`src/rtl/sao_pkg.sv`:
```
// Shared SAO definitions: sequencer states, component indices and scan/drain timing.
// Both the statistics sequencer and the decision FSM import this.
package sao_pkg;

  typedef enum logic [1:0] {
    IDLE = 2'd0,
    SCAN = 2'd1,
    WAIT = 2'd2,
    HOLD = 2'd3
  } stat_state_t;

  localparam logic [1:0] LUMA = 2'd0;
  localparam logic [1:0] CB   = 2'd1;
  localparam logic [1:0] CR   = 2'd2;

  localparam int XY_LEN       = 5;
  localparam int CNT_ST_LEN   = 10;
  localparam int CNT_WAIT_LEN = 6;

  localparam int LUMA_X_MAX   = 28;
  localparam int LUMA_Y_MAX   = 29;
  localparam int CHROMA_X_MAX = 13;
  localparam int CHROMA_Y_MAX = 14;

  localparam int LUMA_WAIT_CYCLE         = 34;
  localparam int CHROMA_WAIT_CYCLE       = 30;
  localparam int LUMA_BO_COLLECT_CYCLE   = 32;
  localparam int CHROMA_BO_COLLECT_CYCLE = 16;

  localparam int LUMA_SCAN_CYCLES   = (LUMA_X_MAX + 1) * (LUMA_Y_MAX + 1);
  localparam int CHROMA_SCAN_CYCLES = (CHROMA_X_MAX + 1) * (CHROMA_Y_MAX + 1);

  function automatic logic is_chroma(input logic [1:0] cidx);
    return cidx != LUMA;
  endfunction

endpackage

```
`src/rtl/sao_fsm_stat_if.sv`:
```
// Statistics-phase bus between the SAO stat sequencer (master) and its consumers
// (slave): CTB start, decision-busy back-pressure, scan coordinates and end_s.
interface sao_fsm_stat_if;
  import sao_pkg::*;

  logic                  start;
  logic                  deci_busy;
  logic [XY_LEN-1:0]     X;
  logic [XY_LEN-1:0]     Y;
  logic [1:0]            cIdx_st;
  logic [CNT_ST_LEN-1:0] cnt_st;
  logic                  isWorking_stat;
  logic                  scan_vld;
  logic                  bo_collect;
  logic                  end_s;

  modport master (
    input  start, deci_busy,
    output X, Y, cIdx_st, cnt_st, isWorking_stat, scan_vld, bo_collect, end_s
  );

  modport slave (
    output start, deci_busy,
    input  X, Y, cIdx_st, cnt_st, isWorking_stat, scan_vld, bo_collect, end_s
  );

endinterface

```
`src/rtl/sao_xy_scan.sv`:
```
// Raster X/Y counter with per-component extents; last flags the final sample
// position of the current component.
module sao_xy_scan #(
  parameter int XY_W         = 5,
  parameter int x_max_luma   = 28,
  parameter int y_max_luma   = 29,
  parameter int x_max_chroma = 13,
  parameter int y_max_chroma = 14
) (
  input  logic            clk,
  input  logic            arst_n,
  input  logic            clr,
  input  logic            step,
  input  logic            chroma,
  output logic [XY_W-1:0] x,
  output logic [XY_W-1:0] y,
  output logic            last
);

  localparam logic [XY_W-1:0] XL = XY_W'(x_max_luma);
  localparam logic [XY_W-1:0] YL = XY_W'(y_max_luma);
  localparam logic [XY_W-1:0] XC = XY_W'(x_max_chroma);
  localparam logic [XY_W-1:0] YC = XY_W'(y_max_chroma);

  logic [XY_W-1:0] x_reg, y_reg;
  logic [XY_W-1:0] x_max, y_max;

  assign x_max = chroma ? XC : XL;
  assign y_max = chroma ? YC : YL;
  assign last  = (x_reg == x_max) && (y_reg == y_max);
  assign x     = x_reg;
  assign y     = y_reg;

  always_ff @(posedge clk or negedge arst_n) begin
    if (!arst_n) begin
      x_reg <= '0;
      y_reg <= '0;
    end else if (clr) begin
      x_reg <= '0;
      y_reg <= '0;
    end else if (step) begin
      if (x_reg == x_max) begin
        x_reg <= '0;
        y_reg <= y_reg + XY_W'(1);
      end else begin
        x_reg <= x_reg + XY_W'(1);
      end
    end
  end

endmodule

```
`src/rtl/sao_fsm_stat.sv`:
```
// SAO statistics-phase sequencer: walks luma, Cb, Cr scan+drain per CTB and
// hands off to the decision FSM with a single end_s pulse.
module sao_fsm_stat
  import sao_pkg::*;
#(
  parameter int luma_x_max              = LUMA_X_MAX,
  parameter int luma_y_max              = LUMA_Y_MAX,
  parameter int chroma_x_max            = CHROMA_X_MAX,
  parameter int chroma_y_max            = CHROMA_Y_MAX,
  parameter int luma_wait_cycle         = LUMA_WAIT_CYCLE,
  parameter int chroma_wait_cycle       = CHROMA_WAIT_CYCLE,
  parameter int luma_BO_collect_cycle   = LUMA_BO_COLLECT_CYCLE,
  parameter int chroma_BO_collect_cycle = CHROMA_BO_COLLECT_CYCLE
) (
  input  logic           clk,
  input  logic           arst_n,
  input  logic           rst_n,
  input  logic           en_i,
  input  logic           en_o,
  sao_fsm_stat_if.master bus
);

  localparam logic [CNT_WAIT_LEN-1:0] LUMA_WAIT_LAST   = CNT_WAIT_LEN'(luma_wait_cycle - 1);
  localparam logic [CNT_WAIT_LEN-1:0] CHROMA_WAIT_LAST = CNT_WAIT_LEN'(chroma_wait_cycle - 1);
  localparam logic [CNT_WAIT_LEN-1:0] LUMA_BO_START    =
    CNT_WAIT_LEN'(luma_wait_cycle - luma_BO_collect_cycle);
  localparam logic [CNT_WAIT_LEN-1:0] CHROMA_BO_START  =
    CNT_WAIT_LEN'(chroma_wait_cycle - chroma_BO_collect_cycle);

  stat_state_t             state_reg, state_next;
  logic [1:0]              cidx_reg, cidx_next;
  logic [CNT_ST_LEN-1:0]   cnt_st_reg, cnt_st_next;
  logic [CNT_WAIT_LEN-1:0] cnt_wait_reg, cnt_wait_next;
  logic                    bo_reg, bo_next;
  logic                    end_s_reg, end_s_next;
  logic                    working_reg, working_next;
  logic                    scan_vld_reg, scan_vld_next;

  logic                    xy_clr, xy_step, xy_last, chroma_sel;
  logic [XY_LEN-1:0]       x_cur, y_cur;
  logic [CNT_WAIT_LEN-1:0] wait_last, bo_start;

  assign chroma_sel = is_chroma(cidx_reg);
  assign wait_last  = chroma_sel ? CHROMA_WAIT_LAST : LUMA_WAIT_LAST;
  assign bo_start   = chroma_sel ? CHROMA_BO_START : LUMA_BO_START;

  sao_xy_scan #(
    .XY_W        (XY_LEN),
    .x_max_luma  (luma_x_max),
    .y_max_luma  (luma_y_max),
    .x_max_chroma(chroma_x_max),
    .y_max_chroma(chroma_y_max)
  ) u_xy_scan (
    .clk   (clk),
    .arst_n(arst_n),
    .clr   (xy_clr),
    .step  (xy_step),
    .chroma(chroma_sel),
    .x     (x_cur),
    .y     (y_cur),
    .last  (xy_last)
  );

  always_ff @(posedge clk or negedge arst_n) begin
    if (!arst_n) begin
      state_reg    <= IDLE;
      cidx_reg     <= LUMA;
      cnt_st_reg   <= '0;
      cnt_wait_reg <= '0;
      bo_reg       <= 1'b0;
      end_s_reg    <= 1'b0;
      working_reg  <= 1'b0;
      scan_vld_reg <= 1'b0;
    end else begin
      state_reg    <= state_next;
      cidx_reg     <= cidx_next;
      cnt_st_reg   <= cnt_st_next;
      cnt_wait_reg <= cnt_wait_next;
      bo_reg       <= bo_next;
      end_s_reg    <= end_s_next;
      working_reg  <= working_next;
      scan_vld_reg <= scan_vld_next;
    end
  end

  always_comb begin
    state_next    = state_reg;
    cidx_next     = cidx_reg;
    cnt_st_next   = cnt_st_reg;
    cnt_wait_next = cnt_wait_reg;
    bo_next       = bo_reg;
    end_s_next    = end_s_reg;
    working_next  = working_reg;
    scan_vld_next = scan_vld_reg;
    xy_clr        = 1'b0;
    xy_step       = 1'b0;

    if (!rst_n || (en_o && !en_i)) begin
      // Clear and abort both drop the CTB in progress without an end_s.
      state_next    = IDLE;
      cidx_next     = LUMA;
      cnt_st_next   = '0;
      cnt_wait_next = '0;
      bo_next       = 1'b0;
      end_s_next    = 1'b0;
      working_next  = 1'b0;
      scan_vld_next = 1'b0;
      xy_clr        = 1'b1;
    end else if (en_o) begin
      end_s_next = 1'b0;
      bo_next    = 1'b0;
      unique case (state_reg)
        IDLE: begin
          if (bus.start) begin
            state_next  = SCAN;
            cidx_next   = LUMA;
            cnt_st_next = '0;
            xy_clr      = 1'b1;
          end
        end
        SCAN: begin
          cnt_st_next = cnt_st_reg + CNT_ST_LEN'(1);
          if (xy_last) begin
            state_next    = WAIT;
            cnt_wait_next = '0;
            bo_next       = (bo_start == '0);
          end else begin
            xy_step = 1'b1;
          end
        end
        WAIT: begin
          if (cnt_wait_reg == wait_last) begin
            cnt_wait_next = '0;
            if (cidx_reg < CR) begin
              state_next  = SCAN;
              cidx_next   = cidx_reg + 2'd1;
              cnt_st_next = '0;
              xy_clr      = 1'b1;
            end else if (!bus.deci_busy) begin
              state_next  = IDLE;
              end_s_next  = 1'b1;
              cidx_next   = LUMA;
              cnt_st_next = '0;
              xy_clr      = 1'b1;
            end else begin
              state_next = HOLD;
            end
          end else begin
            cnt_wait_next = cnt_wait_reg + CNT_WAIT_LEN'(1);
            cnt_st_next   = cnt_st_reg + CNT_ST_LEN'(1);
            bo_next       = (cnt_wait_reg + CNT_WAIT_LEN'(1)) >= bo_start;
          end
        end
        HOLD: begin
          if (!bus.deci_busy) begin
            state_next  = IDLE;
            end_s_next  = 1'b1;
            cidx_next   = LUMA;
            cnt_st_next = '0;
            xy_clr      = 1'b1;
          end
        end
        default: state_next = IDLE;
      endcase
      working_next  = (state_next != IDLE);
      scan_vld_next = (state_next == SCAN);
    end
  end

  assign bus.X              = x_cur;
  assign bus.Y              = y_cur;
  assign bus.cIdx_st        = cidx_reg;
  assign bus.cnt_st         = cnt_st_reg;
  assign bus.isWorking_stat = working_reg;
  assign bus.scan_vld       = scan_vld_reg;
  assign bus.bo_collect     = bo_reg;
  assign bus.end_s          = end_s_reg;

endmodule
```
`src/flat_wrapper.sv`:
```
// flat-port wrapper written by rule: the top's interface ports become plain ports
module sao_fsm_stat_flat import sao_pkg::*;
#(
  parameter int luma_x_max              = LUMA_X_MAX,
  parameter int luma_y_max              = LUMA_Y_MAX,
  parameter int chroma_x_max            = CHROMA_X_MAX,
  parameter int chroma_y_max            = CHROMA_Y_MAX,
  parameter int luma_wait_cycle         = LUMA_WAIT_CYCLE,
  parameter int chroma_wait_cycle       = CHROMA_WAIT_CYCLE,
  parameter int luma_BO_collect_cycle   = LUMA_BO_COLLECT_CYCLE,
  parameter int chroma_BO_collect_cycle = CHROMA_BO_COLLECT_CYCLE
)
  (clk, arst_n, rst_n, en_i, en_o, bus_start, bus_deci_busy, bus_X, bus_Y, bus_cIdx_st, bus_cnt_st, bus_isWorking_stat, bus_scan_vld, bus_bo_collect, bus_end_s);
  sao_fsm_stat_if bus_i ();
  input  logic clk;
  input  logic arst_n;
  input  logic rst_n;
  input  logic en_i;
  input  logic en_o;
  input wire logic [$bits(bus_i.start)-1:0] bus_start;
  input wire logic [$bits(bus_i.deci_busy)-1:0] bus_deci_busy;
  output wire logic [$bits(bus_i.X)-1:0] bus_X;
  output wire logic [$bits(bus_i.Y)-1:0] bus_Y;
  output wire logic [$bits(bus_i.cIdx_st)-1:0] bus_cIdx_st;
  output wire logic [$bits(bus_i.cnt_st)-1:0] bus_cnt_st;
  output wire logic [$bits(bus_i.isWorking_stat)-1:0] bus_isWorking_stat;
  output wire logic [$bits(bus_i.scan_vld)-1:0] bus_scan_vld;
  output wire logic [$bits(bus_i.bo_collect)-1:0] bus_bo_collect;
  output wire logic [$bits(bus_i.end_s)-1:0] bus_end_s;
  assign bus_i.start = bus_start;
  assign bus_i.deci_busy = bus_deci_busy;
  assign bus_X = bus_i.X;
  assign bus_Y = bus_i.Y;
  assign bus_cIdx_st = bus_i.cIdx_st;
  assign bus_cnt_st = bus_i.cnt_st;
  assign bus_isWorking_stat = bus_i.isWorking_stat;
  assign bus_scan_vld = bus_i.scan_vld;
  assign bus_bo_collect = bus_i.bo_collect;
  assign bus_end_s = bus_i.end_s;
  sao_fsm_stat #(.luma_x_max(luma_x_max), .luma_y_max(luma_y_max), .chroma_x_max(chroma_x_max), .chroma_y_max(chroma_y_max), .luma_wait_cycle(luma_wait_cycle), .chroma_wait_cycle(chroma_wait_cycle), .luma_BO_collect_cycle(luma_BO_collect_cycle), .chroma_BO_collect_cycle(chroma_BO_collect_cycle)) u_core (.clk(clk), .arst_n(arst_n), .rst_n(rst_n), .en_i(en_i), .en_o(en_o), .bus(bus_i));
endmodule
```
`config.mk`:
```
export PLATFORM = sky130hd
export DESIGN_NAME = sao_fsm_stat_flat
export DESIGN_NICKNAME = d
export VERILOG_FILES = /design/src/rtl/sao_pkg.sv /design/src/rtl/sao_fsm_stat_if.sv /design/src/rtl/sao_xy_scan.sv /design/src/rtl/sao_fsm_stat.sv /design/src/flat_wrapper.sv
export SDC_FILE = /design/constraint.sdc
export NUM_CORES = 1
export LEC_CHECK = 0
export ABC_AREA = 1
export CAP_MARGIN = 30
export CORE_ASPECT_RATIO = 1.75
export CORE_MARGIN = 4
export CORE_UTILIZATION = 25
export CTS_CLUSTER_SIZE = 30
export DETAILED_ROUTE_END_ITERATION = 7
export SETUP_SLACK_MARGIN = 0.2
export SLEW_MARGIN = 0
export SYNTH_ARGS = -nofsm -noshare
export SYNTH_HDL_FRONTEND = slang
export SYNTH_SLANG_ARGS = --single-unit
```
`constraint.sdc`:
```
create_clock -name clk -period 2.3 [get_ports clk]
set_input_delay 0.46 -clock clk [delete_from_list [all_inputs] [get_ports clk]]
set_output_delay 0.46 -clock clk [all_outputs]
set_load 0.02 [all_outputs]
```
==> metrics.md <==
| Metric | Value |
|---|---|
| Pwr/cell area | about 450 nW/um^2 |
| Pin count of the biggest net entering global routing | 35 |
| Antenna violations before repair | 0 |
| Area delta synth->final | 26.4% |
| Vias in the first global route | roughly 2,400 |
| CTS Buf Count | 5 |
| Crit path buf inv count | 1 |
| Fmax | 526 MHz |
| Critical register-to-register path startpoint | u_core.cnt_wait_reg[0]$_DFFE_PN0P_ |
| Clock sinks | 34 |
| Layout cell share with drive strength beyond 1 | 0.0685 |
| Ant. Diodes | 0 |
| Worst path required time | ~1.8 ns |
| Slew of the pin with the lowest slew margin | roughly 0.44 ns |
| Period minus WS final | 1.90 ns |
| Max-Cap Viols | 0 |
| Congestion Overflow GR | 0 |
| PortBufs | 32 |
| Post-synthesis mux area share | 0 |
| Wire length per cell | 12.6 um |
| Max clock buf depth | 2 |
| H-tree levels | 2 |
| Crit-path max FO | 6 |
| Synth Instances | approximately 350 |
| Worst Skew | about 0.0058 ns |
| Worst hold path class | flop to flop |
| Reg2reg end | u_core.bus.bo_collect$_DFFE_PN0P_ |
| Slowest CP cell | clkdlybuf4s50_1 |
| Slew Limit Fails | 0 |
| XOR/XNOR Fraction of Synth Area | 0.0397 |
| Reg2reg path depth | 8 |
| Placer Congestion | between 0.8 and 0.9 |
| Starting density of the core | 0.256 |
| DRC errors left | 0 |
| Met2 WL post-DR | 3700 um |
| Fillers | ~1,000 |
| DR vias | between 2,000 and 2,500 |
| Drt initial violations | 84 |
| Status | finished, final reports clean |
| Yosys reg bits | 34 |
| Setup bufs post-CTS | 0 |
| Post-synth cell types | 30 |
| Synthesized Nets | around 370 |
| Die ar. | ~11,000 um^2 |
| DR pass1 iterations | 4 |
| Met3 WL | around 170 um |
| CP Cell Sequence | clkdlybuf4s50_1 |
| Row Count | 47 |
| Crit path max-delay family | buffers and inverters |
| Worst-path clk slew | around 0.050 ns |
| Pleak | approximately 1.5 nW |
| Core area | 9470 um^2 |
| Crit path capture | bus_cIdx_st[1] |
| Final Cell Area | approximately 3000 um^2 |
| Hold WS | 0.497 ns |
| Synth warn | 0 |
| Peak VDD IR | between 0.0002 and 0.0003 V |
| All-layer global routing usage | 0.126 |
| Final setup vio count | 0 |
| Critical path depth | 1 |
| Mapped cell area | between 2000 and 2500 um^2 |
| Total count of hold-check failures in the final report | 0 |
| Via density | about 4.6 |
| Critical Path Sink Type | output pin |
| Fin Setup TNS | 0 ns |
| Slowest cell delay on critical path | 0.68 ns |
| Sequential share of the synthesized area | 0.351 |
| DPL Wire Length | a little over 5000 um |
| CP startpoint | u_core.bus.cIdx_st[1]$_DFFE_PN0P_ |
| Critical setup path kind | flop to output pin |
| Area share of and/or/nand/nor cells after synthesis | 0.356 |
| IO Count | 33 |
| Final net count | between 400 and 500 |
| RSZ-0062 raised after global routing | false |
| Worst Path Arrival | 1.44 ns |
| Post-Synth Adder-Cell Area | 0.0619 |
| Die Y-Extent | about 140 um |
| CP Launch Type | flop |
| Post-Route WL | between 6000 and 7000 um |
| Top layer in use | met4 |
| Slew headroom | 0.703 |
| DRT met1 WL | 2530 um |
| Avg Inst Size Synth | between 6 and 7 um^2 |
| Die X | ~80 um |
| Worst skew pair latency | approximately 0.28 ns |
| FF-to-FF setup slack | between 0.4 and 0.5 ns |
| Max FFs per register | 10 |
| Root Buffer | clkbuf_16 |
| Placed cell areas | slightly below 3000 um^2 |
| Synth Area in Compound Gates | 0.102 |
| Main combinational cell family by area after synthesis | simple AND/OR/NAND/NOR gates |
| First-pass GRT wire length | 11,200 um |
| Post-route ant nets | 0 |
| CTS tree | done |
| Final period util | 0.826 |
## area by class of cell
type / instances / area [um^2] / share of cell area
Timing Repair Buffer: 38 / 365 / 0.119
Clock buffer: 7 / 133 / 0.0433
Inverter: 54 / 203 / 0.0661
Sequential cell: 34 / 851 / 0.278
Tap cell: 122 / 153 / 0.0498
Multi-Input combinational cell: 261 / 1360 / 0.444
## where the power goes
group,total [mW],switching [mW],internal (mW)
clock,0.628,0.232,0.395
combinational,0.138,0.0895,0.0484
sequential,0.617,0.0103,0.607
## worst reg2reg max path, cell delays in order (launching register included)
cell and delay (ns):
dfrtp_1 0.43, ha_1 0.26, xor2_1 0.21, ha_1 0.27, o21a_1 0.10, o21ai_0 0.15
nand3_1 0.14, nand3_1 0.12, nand2_1 0.06
## what timing repair did
action	CTS	global route
resized for setup	0	1
hold buffers	0	0
setup endpoints to repair	0	7
## stage by stage
step | util | power, mW | worst slack [ns] | std cells
after CTS | 0.323 | 1.41 | 0.293 | 516
final | 0.324 | 1.38 | 0.399 | 516
after floorplan | - | 0.701 | 0.680 | 352
after global routing | 0.324 | 1.46 | 0.233 | 516
after global placement | 0.309 | 0.765 | 0.0321 | 509
after detailed placement | 0.309 | 0.766 | 0.0265 | 509
## cells by family (layout without fill, tap and decap cells)
logic type                 after synthesis  after routing
AOI/OAI and AO/OA                       40             40
buffers and inverters                   57             99
DFF                                     34             34
adders and majority gates               12             12
xor gates and xnor gates                11             11
and+or+nand+nor                        198            198
## per-layer routing
layer,vias to the layer above,global-route usage
li1,1203,-
met1,1110,0.140
met2,33,0.226
met3,8,0.0273
met4,0,0.0473
met5,-,0
## placed cells by master (no fill, tap or decap), drive strengths merged, types with 9 or more instances in the layout
master / Yosys / layout
xor2: 9 / 9
nand3: 38 / 38
ha: 12 / 12
nor2: 29 / 29
nand2: 115 / 115
inv: 53 / 53
clkdlybuf4s50: 0 / 32
nand4: 12 / 12
dfrtp: 34 / 34
o21ai: 27 / 27
## cell usage after synthesis (all sizes together)
master,count,area share
nand2,115,0.18
inv,53,0.082
nand3,38,0.083
dfrtp,34,0.35
nor2,29,0.052
o21ai,27,0.063
ha,12,0.062
nand4,12,0.031
xor2,9,0.033
a21oi,6,0.017
nor3,3,0.0062
o21a,3,0.0093
buf,2,0.0041
xnor2,2,0.0072
a21boi,1,0.0031
a22oi,1,0.0031
a31oi,1,0.0026
clkbuf,1,0.0021
clkinv,1,0.0015
nand3b,1,0.0031
o211ai,1,0.0031
## worst min path at each step
stage / slack [ns] / from / endpoint / cells past startpoint
floorplan: 0.16 / arst_n / u_core.bus.bo_collect$_DFFE_PN0P_ / 0
global placement: 0.49 / u_core.bus.end_s$_DFFE_PN0P_ / u_core.bus.end_s$_DFFE_PN0P_ / 2
detailed placement: 0.49 / u_core.bus.bo_collect$_DFFE_PN0P_ / u_core.bus.bo_collect$_DFFE_PN0P_ / 2
CTS: 0.50 / u_core.bus.bo_collect$_DFFE_PN0P_ / u_core.bus.bo_collect$_DFFE_PN0P_ / 2
global route: 0.52 / u_core.bus.bo_collect$_DFFE_PN0P_ / u_core.bus.bo_collect$_DFFE_PN0P_ / 2
finish: 0.50 / u_core.bus.end_s$_DFFE_PN0P_ / u_core.bus.end_s$_DFFE_PN0P_ / 2
Note: power is estimated with default switching activity, not from simulation.
